--- src/rtl/fetch_pkg.sv ---
// Shared types and encodings for the fetch sequencer: PC-source select,
// injected micro-instruction opcodes and sequencer states.
package fetch_pkg;

  // Address the fetch stage loads while pc_sel = RST.
  localparam logic [31:0] RESET_PC = 32'h0000_0020;

  typedef enum logic [2:0] {
    SEQ    = 3'd0,
    BRANCH = 3'd1,
    POP    = 3'd2,
    VECTOR = 3'd3,
    HOLD   = 3'd4,
    RST    = 3'd5
  } pc_sel_t;

  localparam logic [4:0] OP_PUSHF  = 5'b11110;
  localparam logic [4:0] OP_PUSHPC = 5'b11111;
  localparam logic [4:0] OP_JMPR   = 5'b11011;
  localparam logic [4:0] OP_POPF   = 5'b11101;
  localparam logic [4:0] OP_NOP    = 5'b00000;

  typedef enum logic [3:0] {
    S_RESET,
    S_IDLE,
    S_INT_DRAIN,
    S_INT_PUSHF,
    S_INT_PUSHPC,
    S_INT_VEC,
    S_CALL_PUSHPC,
    S_CALL_JMP,
    S_RTI_POPF,
    S_RET_WAIT
  } seq_state_t;

  // Injected word layout: {op, rs, rd, shmnt}.
  function automatic logic [15:0] mk_inst(input logic [4:0] op, input logic [2:0] rd);
    return {op, 3'b000, rd, 5'b00000};
  endfunction

endpackage

--- src/rtl/fetch_sequencer.sv ---
// Fetch-side control FSM: interrupt entry, CALL expansion and RET/RTI
// sequencing, driving PC-source select, injected instruction and flush.
//
// state         | meaning
// S_RESET       | reset held / first cycle after release, PC forced to reset vector
// S_IDLE        | sequential fetch, arbitrates branch/interrupt/decode events
// S_INT_DRAIN   | inject NOPs while older instructions drain
// S_INT_PUSHF   | inject PUSHF
// S_INT_PUSHPC  | inject PUSHPC
// S_INT_VEC     | redirect PC to interrupt vector, acknowledge
// S_CALL_PUSHPC | inject PUSHPC for a CALL
// S_CALL_JMP    | inject JMPR to the CALL target register
// S_RTI_POPF    | inject POPF for an RTI
// S_RET_WAIT    | inject NOPs until the popped PC arrives
module fetch_sequencer
  import fetch_pkg::*;
#(
  parameter int unsigned DRAIN_CYCLES = 3
) (
  input  logic        clk,
  input  logic        reset,
  input  logic        enable,
  input  logic        int_req,
  input  logic        dec_call,
  input  logic        dec_ret,
  input  logic        dec_rti,
  input  logic [2:0]  dec_rdst,
  input  logic        branch_taken,
  input  logic        pop_valid,
  output logic [2:0]  pc_sel,
  output logic        inject_valid,
  output logic [15:0] inject_inst,
  output logic        flush_fetch,
  output logic        int_ack,
  output logic        busy
);

  localparam logic [2:0] DRAIN_INIT = 3'(DRAIN_CYCLES - 1);

  seq_state_t state, state_next;
  logic [2:0] drain_cnt, cnt_next;
  logic [2:0] rdst_q, rdst_next;
  logic       int_pending, clr_pending;
  logic       busy_q;
  pc_sel_t    sel;
  logic       inj_v, flush, ack;
  logic [15:0] inj;

  always_ff @(posedge clk or negedge reset) begin
    if (!reset) begin
      state       <= S_RESET;
      drain_cnt   <= 3'd0;
      rdst_q      <= 3'd0;
      int_pending <= 1'b0;
      busy_q      <= 1'b1;
    end else begin
      state     <= state_next;
      drain_cnt <= cnt_next;
      rdst_q    <= rdst_next;
      busy_q    <= (state_next != S_IDLE);
      if (clr_pending)
        int_pending <= 1'b0;
      else if (int_req)
        int_pending <= 1'b1;
    end
  end

  always_comb begin
    state_next  = state;
    cnt_next    = drain_cnt;
    rdst_next   = rdst_q;
    clr_pending = 1'b0;
    sel         = SEQ;
    inj_v       = 1'b0;
    inj         = 16'h0000;
    flush       = 1'b0;
    ack         = 1'b0;

    case (state)
      S_RESET: begin
        sel        = RST;
        flush      = 1'b1;
        state_next = S_IDLE;
      end
      S_IDLE: begin
        // A same-cycle int_req counts as pending so entry latency is DRAIN_CYCLES+3.
        if (branch_taken) begin
          sel   = BRANCH;
          flush = 1'b1;
        end else if (int_pending || int_req) begin
          state_next = S_INT_DRAIN;
          cnt_next   = DRAIN_INIT;
        end else if (dec_rti) begin
          state_next = S_RTI_POPF;
        end else if (dec_ret) begin
          state_next = S_RET_WAIT;
        end else if (dec_call) begin
          rdst_next  = dec_rdst;
          state_next = S_CALL_PUSHPC;
        end
      end
      S_INT_DRAIN: begin
        inj_v = 1'b1;
        inj   = mk_inst(OP_NOP, 3'd0);
        sel   = branch_taken ? BRANCH : HOLD;
        if (drain_cnt == 3'd0)
          state_next = S_INT_PUSHF;
        else
          cnt_next = drain_cnt - 3'd1;
      end
      S_INT_PUSHF: begin
        inj_v      = 1'b1;
        inj        = mk_inst(OP_PUSHF, 3'd0);
        sel        = HOLD;
        state_next = S_INT_PUSHPC;
      end
      S_INT_PUSHPC: begin
        inj_v      = 1'b1;
        inj        = mk_inst(OP_PUSHPC, 3'd0);
        sel        = HOLD;
        state_next = S_INT_VEC;
      end
      S_INT_VEC: begin
        sel         = VECTOR;
        ack         = 1'b1;
        flush       = 1'b1;
        clr_pending = 1'b1;
        state_next  = S_IDLE;
      end
      S_CALL_PUSHPC, S_CALL_JMP, S_RTI_POPF, S_RET_WAIT: begin
        // An older branch resolving in EX wins over the whole sequence.
        if (branch_taken) begin
          sel        = BRANCH;
          flush      = 1'b1;
          rdst_next  = 3'd0;
          state_next = S_IDLE;
        end else begin
          sel   = HOLD;
          inj_v = 1'b1;
          case (state)
            S_CALL_PUSHPC: begin
              inj        = mk_inst(OP_PUSHPC, rdst_q);
              state_next = S_CALL_JMP;
            end
            S_CALL_JMP: begin
              inj        = mk_inst(OP_JMPR, rdst_q);
              state_next = S_IDLE;
            end
            S_RTI_POPF: begin
              inj        = mk_inst(OP_POPF, 3'd0);
              state_next = S_RET_WAIT;
            end
            default: begin
              inj = mk_inst(OP_NOP, 3'd0);
              if (pop_valid) begin
                inj_v      = 1'b0;
                sel        = POP;
                flush      = 1'b1;
                state_next = S_IDLE;
              end
            end
          endcase
        end
      end
      default: state_next = S_RESET;
    endcase

    // Stall: freeze everything but the interrupt latch; reset state keeps its outputs.
    if (!enable) begin
      state_next  = state;
      cnt_next    = drain_cnt;
      rdst_next   = rdst_q;
      clr_pending = 1'b0;
      ack         = 1'b0;
      if (state != S_RESET) begin
        sel   = HOLD;
        flush = 1'b0;
      end
    end
  end

  assign pc_sel       = sel;
  assign inject_valid = inj_v;
  assign inject_inst  = inj;
  assign flush_fetch  = flush;
  assign int_ack      = ack;
  assign busy         = busy_q;

endmodule

--- config.mk ---
export PLATFORM = sky130hd
export DESIGN_NAME = fetch_sequencer
export DESIGN_NICKNAME = d
export VERILOG_FILES = /design/src/rtl/fetch_pkg.sv /design/src/rtl/fetch_sequencer.sv
export SDC_FILE = /design/constraint.sdc
export NUM_CORES = 1
export LEC_CHECK = 0
export CORE_AREA = 5 5 55 57
export CTS_BUF_LIST = sky130_fd_sc_hd__clkbuf_16
export CTS_CLUSTER_DIAMETER = 150
export CTS_CLUSTER_SIZE = 40
export DETAILED_ROUTE_END_ITERATION = 10
export DIE_AREA = 0 0 60 62
export GPL_TIMING_DRIVEN = 0
export HOLD_SLACK_MARGIN = 0.02
export PLACE_DENSITY = 0.81
export RECOVER_POWER = 25
export SLEW_MARGIN = 20
export SYNTH_ARGS = -nofsm -noshare
export SYNTH_HDL_FRONTEND = slang
export SYNTH_SLANG_ARGS = --single-unit
--- constraint.sdc ---
create_clock -name clk -period 2.1 [get_ports clk]
set_input_delay 0.42 -clock clk [delete_from_list [all_inputs] [get_ports clk]]
set_output_delay 0.42 -clock clk [all_outputs]
set_load 0.05 [all_outputs]
==> results.md <==
- R2r startpoint: state[2]$_DFF_PN0_
- GP Congestion: 0.905
- Top cell type by total area after synthesis: dfrtp_1
- Slew Limit Fails: 0
- Antenna-violating nets left: 0
- TritonCTS Sinks: 12
- Seq cells post-synth: 12
- Clock buffer depth: 2
- Finished Core Util: 0.757
- Cell Area, Synth: 0.00110 sq mm
- Most area-consuming cells after synthesis: dfrtp_1 25%, o21ai_0 8.2%, buf_4 6.2%, a21oi_1 3.6%, nand2_1 3.4%
- EDFF count, synth: 0
- Final nets: 209
- Flop-to-flop setup slack: 180 ps
- Initial DRC count: 34
- RSZ-0062 raised after global routing: yes
- Failing checks: setup timing
- Worst setup EP type: primary output
- Clk root buf: clkbuf_16
- Power per cell area: 1510 mW/mm^2
- FFs w/ async S/R, synth: 1.00
- Dominant synthesized flop cell: dfrtp_1
- Placed inst area: 0.00148 sq mm
- Clock buffer count from CTS: 3
- Post-synth top area share: 0.251
- Minimum clock period: 2230 ps
- Post-route insts no fill: 224
- Crit. Startpoint: state[2]$_DFF_PN0_
- Initial core utilization: 0.451
- CP arrival: 1810 ps
- Setup violations, final: 6
- CTS tree: done
- Status: finished, violations left
- Router iterations before antenna repair: 5
- Synth top cells by count: 18 x o21ai_0, 11 x dfrtp_1, 10 x nand2_1
- Critical Path End: inject_valid
- GRT overflow: 0
- Antenna violations before repair: 0
- Max VDD drop: 1200 uV
- Reg2reg path depth: 7
- CORE AREA: 0.00243 sq mm
- Port Buffer Count: 26
- Placed Cells: 206
- Detailed placer's ending HPWL: 2.40 mm
- Final hold vios: 0
- Chip width: 60 microns
- Max-Cap Viols: 0
- Setup ws final: -134 ps
- DRT Wirelength: 3.77 mm
- Hold Path Stages: 2
- Leakage: 0.799 nW
- Area taken by multi-input logic gates: 811 sq um
- TNS Setup: -352 ps
- # fillers: 167
- Peak Freq: 448 MHz
- Via count: 1288
- Syn avg cell area: 7.67 sq um
- Vias in the first global route: 1276
- Cell with the most instances after synthesis: o21ai_0
- Yosys cell types: 48
- Clk Latency, worst-skew pair: 240 ps
- Slew HR: 0.628
- Worst Clk Skew: 0.637 ps
- Ports: 35
- Total global-route track usage: 0.224
- Register Area: 303 sq um
- Full die area: 0.00372 sq mm
- First-pass GRT wire length: 6.21 mm
- Post-DR wirelength/cell: 16.8 microns
- Residual DRC: 0
- Depth of the CTS H-tree: 1
- Drt via density: 5.75
- Die span in y: 62 microns
- Area growth syn-to-layout: 67.8%
- CTS Hold Bufs: 0
- Worst-Margin Slew: 557 ps
- Tcrit/Tclk final: 1.06
- Dpl ws: -859 ps
- Pin count of the biggest net entering global routing: 13
- Cell count after synthesis: 143
- Sequential area share after synthesis: 0.275
- CP Class: flop to primary output
- Req. time, crit path: 1680 ps
- Kind of start point of the critical path: flop
- Reg2reg end: busy$_DFF_PN1_
- CP Max Fanout: 5
- HP Class: flop to flop
- Clock transition at path regs: 40 ps
- Tot Pwr: 2.78 mW
- Diodes inserted: 0
- Synth warnings: 0
- Finished Cell Area: 0.00184 sq mm
- Layout cell share with drive strength beyond 1: 0.423
- Hold WS: 484 ps
- Row count: 18
registers in the layout, indices dropped and copies added (netlist names):
name	flops
state	4
busy	1
rdst_q	3
int_pending	1
drain_cnt	3
kinds of logic (layout without fill, tap and decap cells):
family | Yosys count | after routing | share of synthesized area
AOI/OAI and AO/OA | 47 | 47 | 0.276
adders and majority gates | 2 | 2 | 0.0228
buffers and inverters | 29 | 73 | 0.145
DFF | 12 | 12 | 0.275
muxes | 1 | 1 | 0.00912
other | 1 | 8 | 0.00342
and+or+nand+nor | 51 | 51 | 0.269
cell type report:
class | count | share of cell area
clock inverter | 1 | 0.00204
inverter | 10 | 0.0211
multi-input combinational | 109 | 0.440
clock buffer | 3 | 0.0408
sequential | 12 | 0.164
tap | 30 | 0.0204
buffer | 18 | 0.0910
timing repair buffer | 41 | 0.220
worst min path at each step:
stage	end	start	slack, ps
after CTS	rdst_q[0]$_DFFE_PN0P_	rdst_q[0]$_DFFE_PN0P_	480
final	rdst_q[1]$_DFFE_PN0P_	rdst_q[1]$_DFFE_PN0P_	480
after detailed placement	rdst_q[0]$_DFFE_PN0P_	rdst_q[0]$_DFFE_PN0P_	470
after global routing	rdst_q[1]$_DFFE_PN0P_	rdst_q[1]$_DFFE_PN0P_	510
after global placement	rdst_q[0]$_DFFE_PN0P_	rdst_q[0]$_DFFE_PN0P_	450
after floorplan	drain_cnt[0]$_DFFE_PN0P_	reset	120
report_power, final:
part	total, mW	switching [mW]	internal [mW]
sequential	0.333	0.0323	0.300
clock	0.358	0.106	0.251
combinational	2.09	1.24	0.848
total	2.78	1.38	1.40
cell usage in the layout, fill, tap and decap left out, types with 2 or more instances in the layout:
| cell | synthesis | final |
|---|---|---|
| nor2_1 | 9 | 7 |
| o21ai_0 | 18 | 16 |
| a211oi_1 | 2 | 2 |
| clkbuf_16 | 0 | 3 |
| clkbuf_4 | 0 | 2 |
| nor3_1 | 4 | 2 |
| clkdlybuf4s50_1 | 0 | 9 |
| and2_1 | 5 | 3 |
| dlygate4sd2_1 | 0 | 2 |
| dfrtp_1 | 11 | 10 |
| ha_1 | 2 | 2 |
| buf_6 | 1 | 13 |
| inv_1 | 9 | 8 |
| or3_1 | 2 | 2 |
| nand3_1 | 4 | 4 |
| nand2b_1 | 4 | 3 |
| nand2_1 | 10 | 10 |
| a21oi_1 | 8 | 7 |
| o21a_1 | 2 | 2 |
| conb_1 | 1 | 8 |
| o32ai_2 | 0 | 2 |
| and2_4 | 0 | 2 |
| nor3_2 | 0 | 2 |
| buf_8 | 0 | 5 |
| buf_4 | 9 | 24 |
critical path, cell delays in order, from the launching register on:
cell	delay [ps]
dfrtp_1	370
buf_6	130
or3b_4	390
a21o_1	170
a21oi_2	150
o21bai_1	140
buf_4	220
routing by layer:
metal / up-vias / GRT usage / part of all wire
met3: 11 / 0.0310 / 0.064
met1: 621 / 0.275 / 0.41
met5: - / 0 / 0
met2: 58 / 0.401 / 0.51
met4: 0 / 0.0759 / 0.023
li1: 598 / - / -
repair_timing:
action,in CTS,in global routing
gates resized for setup,117,28
buffers inserted,12,4
pin swaps,7,5
setup endpoints to repair,14,15
Power figures use the tool's default switching activity.
